### src/rtl/config_transmitter_pkg.sv
// config_tx_pkg: definitions shared by the configuration transmitter and the
// receivers' sanity checks.
//   tx_state_e             - transmitter session state (trace / gap / send)
//   DEFAULT_IDLE_CONFIG_ID - bus ID driven when no frame is on the bus; no block
//                            may own it
package config_tx_pkg;

  localparam logic [7:0] DEFAULT_IDLE_CONFIG_ID = 8'hFF;

  typedef enum logic [1:0] {
    StTrace,
    StGap,
    StSend
  } tx_state_e;

  // Byte k of a firmware word, byte 0 in the least significant bits.
  function automatic logic [7:0] frame_byte(logic [255:0] data, int unsigned k);
    return data[8*k +: 8];
  endfunction

endpackage

### src/rtl/config_transmitter_if.sv
// config_transmitter_if: host-side frame handshake, trace-stream boundary
// inputs and the reconfiguration bus of config_transmitter.
//   frame_valid/frame_ready/frame_config_id/frame_data - frame push handshake
//   start                                               - reconfiguration request
//   valid_in/eof_in                                     - trace stream at pipeline entry
//   tracing/configId/configData                         - reconfiguration bus
//   busy/cfg_error                                      - status
// master: the host / environment side. slave: the transmitter.
interface config_transmitter_if #(
  parameter int unsigned MAX_CHAINS = 4
);

  logic                    frame_valid;
  logic                    frame_ready;
  logic [7:0]              frame_config_id;
  logic [8*MAX_CHAINS-1:0] frame_data;
  logic                    start;
  logic                    valid_in;
  logic                    eof_in;
  logic                    tracing;
  logic [7:0]              configId;
  logic [7:0]              configData;
  logic                    busy;
  logic                    cfg_error;

  modport master (
    output frame_valid,
    output frame_config_id,
    output frame_data,
    output start,
    output valid_in,
    output eof_in,
    input  frame_ready,
    input  tracing,
    input  configId,
    input  configData,
    input  busy,
    input  cfg_error
  );

  modport slave (
    input  frame_valid,
    input  frame_config_id,
    input  frame_data,
    input  start,
    input  valid_in,
    input  eof_in,
    output frame_ready,
    output tracing,
    output configId,
    output configData,
    output busy,
    output cfg_error
  );

endinterface

### src/rtl/config_frame_fifo.sv
// config_frame_fifo: FIFO of configuration frames {id, data}.
//   clk, rst          - clock, asynchronous active-high reset (flushes the FIFO)
//   push, push_id,
//   push_data         - write one frame (ignored when full)
//   pop               - drop the head frame (ignored when empty)
//   full, empty       - occupancy flags derived from the pointers
//   count             - number of stored frames
//   head_id,
//   head_data         - oldest frame, valid when !empty
module config_frame_fifo #(
  parameter int unsigned DEPTH  = 4,
  parameter int unsigned DATA_W = 32
) (
  input  logic                       clk,
  input  logic                       rst,
  input  logic                       push,
  input  logic [7:0]                 push_id,
  input  logic [DATA_W-1:0]          push_data,
  input  logic                       pop,
  output logic                       full,
  output logic                       empty,
  output logic [$clog2(DEPTH):0]     count,
  output logic [7:0]                 head_id,
  output logic [DATA_W-1:0]          head_data
);

  localparam int unsigned AddrW = $clog2(DEPTH);

  logic [7:0]        id_mem   [DEPTH];
  logic [DATA_W-1:0] data_mem [DEPTH];

  // One extra pointer bit distinguishes full from empty when the addresses match.
  logic [AddrW:0] wr_ptr_q, wr_ptr_d;
  logic [AddrW:0] rd_ptr_q, rd_ptr_d;
  logic           do_push;
  logic           do_pop;

  always_comb begin
    empty = (wr_ptr_q == rd_ptr_q);
    full  = (wr_ptr_q[AddrW] != rd_ptr_q[AddrW]) &&
            (wr_ptr_q[AddrW-1:0] == rd_ptr_q[AddrW-1:0]);
    count = wr_ptr_q - rd_ptr_q;

    do_push = push && !full;
    do_pop  = pop && !empty;

    wr_ptr_d = do_push ? wr_ptr_q + 1'b1 : wr_ptr_q;
    rd_ptr_d = do_pop  ? rd_ptr_q + 1'b1 : rd_ptr_q;

    head_id   = id_mem[rd_ptr_q[AddrW-1:0]];
    head_data = data_mem[rd_ptr_q[AddrW-1:0]];
  end

  always_ff @(posedge clk or posedge rst) begin
    if (rst) begin
      wr_ptr_q <= '0;
      rd_ptr_q <= '0;
    end else begin
      wr_ptr_q <= wr_ptr_d;
      rd_ptr_q <= rd_ptr_d;
    end
  end

  // Storage needs no reset: the pointers alone define which entries are live.
  always_ff @(posedge clk) begin
    if (do_push) begin
      id_mem[wr_ptr_q[AddrW-1:0]]   <= push_id;
      data_mem[wr_ptr_q[AddrW-1:0]] <= push_data;
    end
  end

endmodule

### src/rtl/config_transmitter.sv
// config_transmitter: buffers host configuration frames and, on request,
// suspends tracing at a trace-frame boundary and serialises each frame onto
// the reconfiguration bus as MAX_CHAINS consecutive bytes under one configId,
// each frame preceded by a single idle-ID gap cycle that resets the receivers'
// byte counters.
//   clk  - clock
//   rst  - asynchronous active-high reset; flushes the FIFO mid-session
//   bus  - config_transmitter_if.slave: frame handshake, start, trace-stream
//          boundary inputs, config bus outputs, busy and sticky cfg_error
// All outputs are registered except frame_ready.
module config_transmitter
  import config_tx_pkg::*;
#(
  parameter int unsigned MAX_CHAINS     = 4,
  parameter int unsigned FIFO_DEPTH     = 4,
  parameter logic [7:0]  IDLE_CONFIG_ID = DEFAULT_IDLE_CONFIG_ID
) (
  input logic                 clk,
  input logic                 rst,
  config_transmitter_if.slave bus
);

  localparam int unsigned DataW = 8 * MAX_CHAINS;
  localparam int unsigned IdxW  = (MAX_CHAINS > 1) ? $clog2(MAX_CHAINS) : 1;
  localparam int unsigned CntW  = $clog2(FIFO_DEPTH) + 1;
  localparam logic [IdxW-1:0] IdxLast = IdxW'(MAX_CHAINS - 1);

  // FIFO interface
  logic             fifo_full;
  logic             fifo_empty;
  logic [CntW-1:0]  fifo_count;
  logic [7:0]       head_id;
  logic [DataW-1:0] head_data;
  logic             push;
  logic             pop;
  logic             push_fire;
  logic             id_is_idle;

  // Control state
  tx_state_e       state_q, state_d;
  logic [IdxW-1:0] idx_q, idx_d;
  logic            pending_q, pending_d;
  logic            cfg_error_q, cfg_error_d;

  // Output registers
  logic            tracing_q, tracing_d;
  logic            busy_q, busy_d;
  logic [7:0]      config_id_q, config_id_d;
  logic [7:0]      config_data_q, config_data_d;

  config_frame_fifo #(
    .DEPTH  (FIFO_DEPTH),
    .DATA_W (DataW)
  ) u_fifo (
    .clk       (clk),
    .rst       (rst),
    .push      (push),
    .push_id   (bus.frame_config_id),
    .push_data (bus.frame_data),
    .pop       (pop),
    .full      (fifo_full),
    .empty     (fifo_empty),
    .count     (fifo_count),
    .head_id   (head_id),
    .head_data (head_data)
  );

  // No bypass: a pop in the full cycle does not raise ready until the next cycle.
  assign bus.frame_ready = !fifo_full;

  always_comb begin
    push_fire  = bus.frame_valid && !fifo_full;
    id_is_idle = (bus.frame_config_id == IDLE_CONFIG_ID);
    // A frame aimed at the idle ID is consumed but never stored.
    push        = push_fire && !id_is_idle;
    cfg_error_d = cfg_error_q || (push_fire && id_is_idle);
  end

  // Next-state logic
  always_comb begin
    state_d = state_q;
    idx_d   = idx_q;
    pop     = 1'b0;
    // start is folded in immediately so a request sampled at a safe point
    // enters the gap on the very next cycle, and a start during a session is
    // remembered for later.
    pending_d = pending_q || bus.start;

    unique case (state_q)
      StTrace: begin
        if (pending_d && !fifo_empty && (bus.eof_in || !bus.valid_in)) begin
          state_d   = StGap;
          pending_d = 1'b0;
        end
      end
      StGap: begin
        state_d = StSend;
        idx_d   = '0;
      end
      StSend: begin
        if (idx_q == IdxLast) begin
          pop   = 1'b1;
          idx_d = '0;
          // After the pop, anything left (or arriving now) goes in this session.
          if ((fifo_count > CntW'(1)) || push) begin
            state_d = StGap;
          end else begin
            state_d = StTrace;
          end
        end else begin
          idx_d = idx_q + IdxW'(1);
        end
      end
      default: state_d = StTrace;
    endcase
  end

  // Outputs are computed from the next state so they line up with state_q.
  always_comb begin
    tracing_d     = (state_d == StTrace);
    busy_d        = (state_d != StTrace);
    config_id_d   = IDLE_CONFIG_ID;
    config_data_d = 8'h00;
    if (state_d == StSend) begin
      config_id_d   = head_id;
      config_data_d = head_data[{idx_d, 3'b000} +: 8];
    end
  end

  always_ff @(posedge clk or posedge rst) begin
    if (rst) begin
      state_q       <= StTrace;
      idx_q         <= '0;
      pending_q     <= 1'b0;
      cfg_error_q   <= 1'b0;
      tracing_q     <= 1'b1;
      busy_q        <= 1'b0;
      config_id_q   <= IDLE_CONFIG_ID;
      config_data_q <= 8'h00;
    end else begin
      state_q       <= state_d;
      idx_q         <= idx_d;
      pending_q     <= pending_d;
      cfg_error_q   <= cfg_error_d;
      tracing_q     <= tracing_d;
      busy_q        <= busy_d;
      config_id_q   <= config_id_d;
      config_data_q <= config_data_d;
    end
  end

  assign bus.tracing    = tracing_q;
  assign bus.busy       = busy_q;
  assign bus.configId   = config_id_q;
  assign bus.configData = config_data_q;
  assign bus.cfg_error  = cfg_error_q;

endmodule

### src/flat_wrapper.sv
// flat-port wrapper written by rule: the top's interface ports become plain ports
module config_transmitter_flat import config_tx_pkg::*;
#(
  parameter int unsigned MAX_CHAINS     = 4,
  parameter int unsigned FIFO_DEPTH     = 4,
  parameter logic [7:0]  IDLE_CONFIG_ID = DEFAULT_IDLE_CONFIG_ID
)
  (clk, rst, bus_frame_valid, bus_frame_config_id, bus_frame_data, bus_start, bus_valid_in, bus_eof_in, bus_frame_ready, bus_tracing, bus_configId, bus_configData, bus_busy, bus_cfg_error);
  config_transmitter_if #(.MAX_CHAINS(MAX_CHAINS)) bus_i ();
  input logic clk;
  input logic rst;
  input wire logic [$bits(bus_i.frame_valid)-1:0] bus_frame_valid;
  input wire logic [$bits(bus_i.frame_config_id)-1:0] bus_frame_config_id;
  input wire logic [$bits(bus_i.frame_data)-1:0] bus_frame_data;
  input wire logic [$bits(bus_i.start)-1:0] bus_start;
  input wire logic [$bits(bus_i.valid_in)-1:0] bus_valid_in;
  input wire logic [$bits(bus_i.eof_in)-1:0] bus_eof_in;
  output wire logic [$bits(bus_i.frame_ready)-1:0] bus_frame_ready;
  output wire logic [$bits(bus_i.tracing)-1:0] bus_tracing;
  output wire logic [$bits(bus_i.configId)-1:0] bus_configId;
  output wire logic [$bits(bus_i.configData)-1:0] bus_configData;
  output wire logic [$bits(bus_i.busy)-1:0] bus_busy;
  output wire logic [$bits(bus_i.cfg_error)-1:0] bus_cfg_error;
  assign bus_i.frame_valid = bus_frame_valid;
  assign bus_i.frame_config_id = bus_frame_config_id;
  assign bus_i.frame_data = bus_frame_data;
  assign bus_i.start = bus_start;
  assign bus_i.valid_in = bus_valid_in;
  assign bus_i.eof_in = bus_eof_in;
  assign bus_frame_ready = bus_i.frame_ready;
  assign bus_tracing = bus_i.tracing;
  assign bus_configId = bus_i.configId;
  assign bus_configData = bus_i.configData;
  assign bus_busy = bus_i.busy;
  assign bus_cfg_error = bus_i.cfg_error;
  config_transmitter #(.MAX_CHAINS(MAX_CHAINS), .FIFO_DEPTH(FIFO_DEPTH), .IDLE_CONFIG_ID(IDLE_CONFIG_ID)) u_core (.clk(clk), .rst(rst), .bus(bus_i));
endmodule
### config.mk
export PLATFORM = sky130hd
export DESIGN_NAME = config_transmitter_flat
export DESIGN_NICKNAME = d
export VERILOG_FILES = /design/src/rtl/config_transmitter_pkg.sv /design/src/rtl/config_transmitter_if.sv /design/src/rtl/config_frame_fifo.sv /design/src/rtl/config_transmitter.sv /design/src/flat_wrapper.sv
export SDC_FILE = /design/constraint.sdc
export NUM_CORES = 1
export LEC_CHECK = 0
export BUFFER_PORTS_ARGS = -buffer_cell sky130_fd_sc_hd__buf_2
export CORE_UTILIZATION = 45
export CTS_CLUSTER_DIAMETER = 80
export DETAILED_ROUTE_END_ITERATION = 10
export PLACE_DENSITY = 0.65
export REMOVE_ABC_BUFFERS = 1
export SLEW_MARGIN = 20
export SYNTH_ARGS = -nofsm -noshare
export SYNTH_HDL_FRONTEND = slang
export SYNTH_SLANG_ARGS = --single-unit
### constraint.sdc
create_clock -name clk -period 3.2 [get_ports clk]
set_clock_uncertainty 0.05 [all_clocks]
set_input_delay 0.32 -clock clk [delete_from_list [all_inputs] [get_ports clk]]
set_output_delay 0.32 -clock clk [all_outputs]
set_load 0.01 [all_outputs]
==> After elaboration in Yosys (flattened, before gate mapping) <==
Memory sizes are Yosys's and may differ from the RTL's.
Index checks and enable logic that the tools add are counted.
{ "op_classes": {"shift": 1, "eq_ne": 8, "mux": 14, "n_addsub": 4, "reduce_logical": 19, "magnitude_cmp": 1} }
{ "op_table": {"columns": ["operator", "n"], "rows": [
  ["indexed part select 32 x 6 -> 8 bit", 1],
  ["2-to-1 mux 8 bit", 2],
  ["== test 8 bit (second input constant)", 1],
  ["logical AND 1 bit", 8],
  ["2-to-1 mux 1 bit", 7],
  ["adder 3 x 1 -> 3 bit (second input constant)", 2],
  ["== test 2 bit (second input constant)", 3],
  ["2-to-1 mux 2 bit", 3],
  ["case mux 2 bit (3 select lines)", 1],
  ["zero test 1 bit", 4],
  ["zero test 2 bit", 2],
  ["logical OR 1 bit", 4],
  ["case mux 2 bit (2 select lines)", 1],
  ["== test 3 bit", 1],
  ["> comparator 3 x 1 -> 1 bit (second input constant)", 1],
  ["subtractor 3 bit", 1],
  ["adder 2 x 1 -> 2 bit (second input constant)", 1],
  ["== test 2 x 1 -> 1 bit (second input constant)", 1],
  ["== test 2 bit", 1],
  ["nonzero test 2 bit", 1],
  ["inequality test 1 bit", 1]
]} }
{ "totals": {"regBits": 30, "mem_bits_rw": 160, "inputBits": 46, "out_inout_bits": 20, "n_memories": 2} }
{ "mem_list": {"columns": ["name", "depth", "word_bits", "read_ports", "rd_clocked_by_memory_dff", "wr", "line", "rtl"], "rows": [
  ["u_core.u_fifo.data_mem", 4, 32, 1, 0, 1, "config_frame_fifo.sv:30", "logic [DATA_W-1:0] data_mem [DEPTH];"],
  ["u_core.u_fifo.id_mem", 4, 8, 1, 0, 1, "config_frame_fifo.sv:29", "logic [7:0] id_mem [DEPTH];"]
]} }

==> Depth between registers and ports, before layout <==
{ "depth": {"depth_word": 11, "mapped_depth": 11} }

==> Hierarchy <==
Synthesis repeated with hierarchy kept, for this count alone.
{ "hier_totals": {"cells_unflattened": 346, "hier_area_um2": 7478.4} }
{ "by_module_without_submodules": {"columns": ["module", "area_each_um2", "cells_each", "instances", "seq_area_each_um2"], "rows": [
  ["config_frame_fifo", 6241.0, 256, 1, 4954.8],
  ["config_transmitter", 1237.4, 90, 1, 611.8]
]} }

==> Worst setup path after synthesis <==
OpenSTA, ideal clock, no wires.
{ "synth_path": {"path_kind": "flip-flop to flip-flop", "startpoint": "register u_core.u_fifo.rd_ptr_q[1]", "endpoint": "memory u_core.u_fifo.data_mem[3][0], enable pin", "setup_ns": 0.403, "stages_incl_launch_ff": 10, "path_buffers": 3, "path_slack_ns": -0.128, "synth_period_minus_slack_ns": 3.328, "t_arrival_ns": 2.875, "cell_sequence": "dfrtp_1 buf_2 buf_2 buf_1 inv_1 ha_1 nand2_1 o21ai_1 nor2_1 and2_1"} }
{ "synth_via": {"elab_chain_cells": 8} }
{ "synth_rtl": {"columns": ["element", "line", "rtl"], "rows": [
  ["from (decl)", "config_frame_fifo.sv:34", "logic [AddrW:0] rd_ptr_q, rd_ptr_d;"],
  ["from (signal assigned)", "config_frame_fifo.sv:60", "rd_ptr_q <= rd_ptr_d;"],
  ["== test 2 bit *", "config_frame_fifo.sv:41", "(wr_ptr_q[AddrW-1:0] == rd_ptr_q[AddrW-1:0]);"],
  ["logical AND 1 bit *", "config_frame_fifo.sv:40", "full = (wr_ptr_q[AddrW] != rd_ptr_q[AddrW]) &&"],
  ["zero test 1 bit *", "config_frame_fifo.sv:44, config_transmitter.sv:72", null],
  ["logical AND 1 bit", "config_transmitter.sv:72", "push_fire = bus.frame_valid && !fifo_full;"],
  ["logical AND 1 bit", "config_transmitter.sv:75", "push = push_fire && !id_is_idle;"],
  ["logical AND 1 bit *", "config_frame_fifo.sv:44", "do_push = push && !full;"],
  ["2-to-1 mux 1 bit *", "config_frame_fifo.sv:66", "if (do_push) begin"],
  ["2-to-1 mux 1 bit (not written as such) *", "config_frame_fifo.sv:68", "data_mem[wr_ptr_q[AddrW-1:0]] <= push_data;"],
  ["to (decl)", "config_frame_fifo.sv:30", null]
]} }
Every way passes the cells marked *; elsewhere a longest branch is shown, timed or not.

==> Final worst setup path <==
{ "layout_path": {"startpoint": "register u_core.u_fifo.rd_ptr_q[0]", "endpoint": "register u_core.config_id_q[2] (netlist: u_core.bus.configId[2])"} }
{ "layout_via": {"elab_chain_cells": 11, "word_cells_on_any_way": 19} }
{ "layout_rtl": {"columns": ["element", "line", "rtl"], "rows": [
  ["branches (longest 10 deep; another with subtractor 3 bit)", null, null],
  ["2-to-1 mux 8 bit *", "config_transmitter.sv:124", "if (state_d == StSend) begin"],
  ["via u_core.config_id_d[2]", "config_transmitter.sv:48", "logic [7:0] config_id_q, config_id_d;"],
  ["to (signal assigned)", "config_transmitter.sv:147", "config_id_q <= config_id_d;"],
  ["to (decl)", "config_transmitter.sv:48", null]
]} }
Mark *: on every way through the listed nets, which the timed path passes.
A chain may end at the register's enable or synchronous reset.

==> summary.md <==
| Metric | Value |
|---|---|
| Reg-to-reg slack, setup | 690 ps |
| CP Max Fanout | 16 |
| Root buf cell | clkbuf_16 |
| Max cap viols | 0 |
| Initial Util | 46.6% |
| Net Switching | 1.90 mW |
| WP buf/inv | 0 |
| Top_reg_cell synth | edfxtp_1 |
| Synth top area share | 64.2% |
| RD Place Congestion | 0.752 |
| I/O Buffers | 65 |
| Net Sw Frac | 28.0% |
| Fin worst setup slack | 689 ps |
| First-pass GRT wire length | 20700 um |
| Worst setup SP type | flop |
| Worst R2R Path Depth | 6 |
| HP Start | bus_frame_data[1] |
| Clock Path Buffers | 2 |
| Ys async rst share | 15.8% |
| Rows | 46 |
| Slew margin rel. | 37.4% |
| Skew-Pair Late Insertion Delay | 430 ps |
| HPWL after DPL | 8040 um |
| Area delta synth->final | 15.3% |
| Unrepaired setup endpoints after global routing | false |
| Pint | 4.89 mW |
| Design Power | 6.79 mW |
| Core Footprint | 16100 um2 |
| Distinct cells, synth | 47 |
| Via density per instance | 5.28 |
| Final core occ | 53.7% |
| I/O pins | 66 |
| Setup TNS | 0 ps |
| Num CTS Buffers | 17 |
| HP Class | input port to flop |
| Largest area contributor in the netlist | edfxtp_1 |
| Placed cells | 637 |
| Required @ worst endpoint | 3520 ps |
| Flops & latches, synth | 190 |
| Antenna violations before repair | 2 |
| Clock slew at reported path FFs | 70 ps |
| Max VDD drop | 0.468 mV |
| Hold EP | u_core.u_fifo.data_mem[0][1] |
| Hold depth | 1 |
| Drt initial violations | 286 |
| Ys Warns | 0 |
| Crit Reg-Reg Startpoint | u_core.u_fifo.rd_ptr_q[0] |
| Status | completed |
| # H-tree levels | 4 |
| Share of layout cells above drive strength 1 | 40.3% |
| CTS tree | yes |
| Syn Inst Count | 356 |
| Vias in the first global route | 3775 |
| Area contributors post-synth | edfxtp_1 64%, mux4_2 12%, dfrtp_1 7.0% |
| Die W | 131 um |
| CP delay by family, top | compound AO/OA/AOI/OAI gates |
| DRT antenna net count | 0 |
| CTS resizes | 0 |
| Critical path cell sequence | ha_1 -> and2_1 -> a2111oi_4 -> nor2_2 -> o211ai_4 -> or2_2 |
| Mapped cell area | 7480 um2 |
| CP endpoint kind | flop |
| Die Y | 131 um |
| Final Hold Slack | 55.6 ps |
| Post-CTS Setup Bufs | 0 |
| DRT Wirelength | 13100 um |
| # setup viols final | 0 |
| Critical path arrival | 2830 ps |
| Vias post-DR | 3541 |
| Class of the most critical setup path | flop to flop |
| Clock network power share | 26.7% |
| Count of final hold-check violations | 0 |
| DRC viols | 0 |
| DR WL/cell | 19.5 um |
| Power Density | 788 nW/um2 |
| Placed instance area | 8110 um2 |
| Fin cells | 671 |
| Leak pwr | 3.05 nW |
| Slowest Stage Delay on Critical Path | 600 ps |
| Max-slew violations | 0 |
| Comb pwr share | 22.5% |
| Die area | 17100 um2 |
| Fillers | 1279 |
| Clock sinks | 190 |
| Total global routing overflow | 0 |
| Worst-margin pin slew | 933 ps |
| DRT Pass-1 Iters | 4 |
| Layout Nets | 500 |
| Minimum clock period | 2510 ps |
| Post-synthesis sequential area ratio | 74.4% |
| Post-synth EDFFs | 160 |
| Total track usage | 17.3% |
| Sequential share of power | 50.7% |
| DP Worst Slack | 691 ps |
| Reg2reg end | u_core.bus.configId[2] |
| CP max-delay cell | dfrtp_2 |
| Design Area, Final | 8620 um2 |
| Final Cycle Share | 78.5% |
| Pin count of the biggest net entering global routing | 43 |
| Peak Freq | 398 MHz |
| Synthesized area per cell | 21.0 um2 |
==> how the worst max path moves through the flow <==
stage	cells after the start	end	slack, ps	from
floorplan	5	u_core.u_fifo.data_mem[3][0]	-920	u_core.u_fifo.rd_ptr_q[0]
global placement	6	u_core.bus.configId[0]	740	u_core.u_fifo.rd_ptr_q[0]
detailed placement	6	u_core.bus.configId[2]	690	u_core.u_fifo.rd_ptr_q[0]
CTS	6	u_core.bus.configId[2]	670	u_core.u_fifo.rd_ptr_q[0]
global route	6	u_core.bus.configId[1]	500	u_core.u_fifo.rd_ptr_q[0]
finish	6	u_core.bus.configId[2]	690	u_core.u_fifo.rd_ptr_q[0]
==> Yosys cell counts (4+ instances only) <==
cell type / number
dfstp_2: 9
ha_1: 12
dfrtp_1: 21
and2_1: 5
edfxtp_1: 160
buf_4: 4
mux2i_1: 8
buf_2: 5
nor2_1: 6
inv_1: 10
a211oi_1: 14
nor2b_1: 11
mux4_2: 40
or2_2: 6
==> flip-flops by register name, summed over array words and instances (netlist names) <==
register	count
u_core.idx_q	2
u_core.state_q	2
u_core.u_fifo.data_mem	128
u_core.bus.configData	8
u_core.u_fifo.id_mem	32
u_core.bus.busy	1
u_core.u_fifo.wr_ptr_q	3
u_core.bus.tracing	1
u_core.bus.cfg_error	1
u_core.u_fifo.rd_ptr_q	3
u_core.pending_q	1
u_core.bus.configId	8
==> metal layers <==
layer,global-route usage [%],vias to the layer above,share of wire (%)
li1,-,1596,-
met1,21.5,1838,43
met2,28.6,89,51
met3,5.33,16,5.4
met4,6.02,2,1.3
met5,0,-,0.061
==> power groups by stage <==
stage	logic [mW]	clock network (mW)	registers (mW)
2_1_floorplan	0.950	0	3.55
3_3_place_gp	1.52	0	3.47
6_report	1.53	1.82	3.44
5_1_grt	1.69	1.96	3.49
3_5_place_dp	1.55	0	3.50
4_1_cts	1.56	1.86	3.45
==> placed cells by master (no fill, tap or decap), drive strengths merged, types with 8 or more instances in the layout <==
master	n
dfrtp	21
buf	79
a211oi	16
clkbuf	17
ha	12
mux2i	8
mux4	40
dfstp	9
clkinv	14
or2	8
inv	9
edfxtp	160
nor2b	11
==> kinds of logic after synthesis <==
| kind of cell | count (synthesis) | synth area share, % |
|---|---|---|
| DFF | 190 | 74.4 |
| and+or+nand+nor | 43 | 3.50 |
| buffers and inverters | 24 | 1.69 |
| adders and majority gates | 13 | 2.27 |
| xor gates and xnor gates | 6 | 0.987 |
| AOI/OAI and AO/OA | 31 | 3.86 |
| muxes | 49 | 13.3 |
==> repair_timing <==
item                                    4_1_cts  5_1_grt
hold endpoints to repair                      0       20
endpoints found under the setup margin        0        0
hold buffers                                  0        1
==> cell type report <==
| type | count | area [um2] | share of cell area, % |
|---|---|---|---|
| Antenna cell | 1 | 2.50 | 0.0290 |
| Clock buffer | 17 | 425 | 4.93 |
| Clock inverter | 15 | 81.3 | 0.943 |
| Inverter | 10 | 37.5 | 0.435 |
| Multi-Input combinational cell | 142 | 1800 | 20.8 |
| Sequential cell | 190 | 5570 | 64.6 |
| Tap cell | 216 | 270 | 3.13 |
| Timing Repair Buffer | 80 | 440 | 5.11 |
No activity file was read; power rests on OpenSTA's default activity.
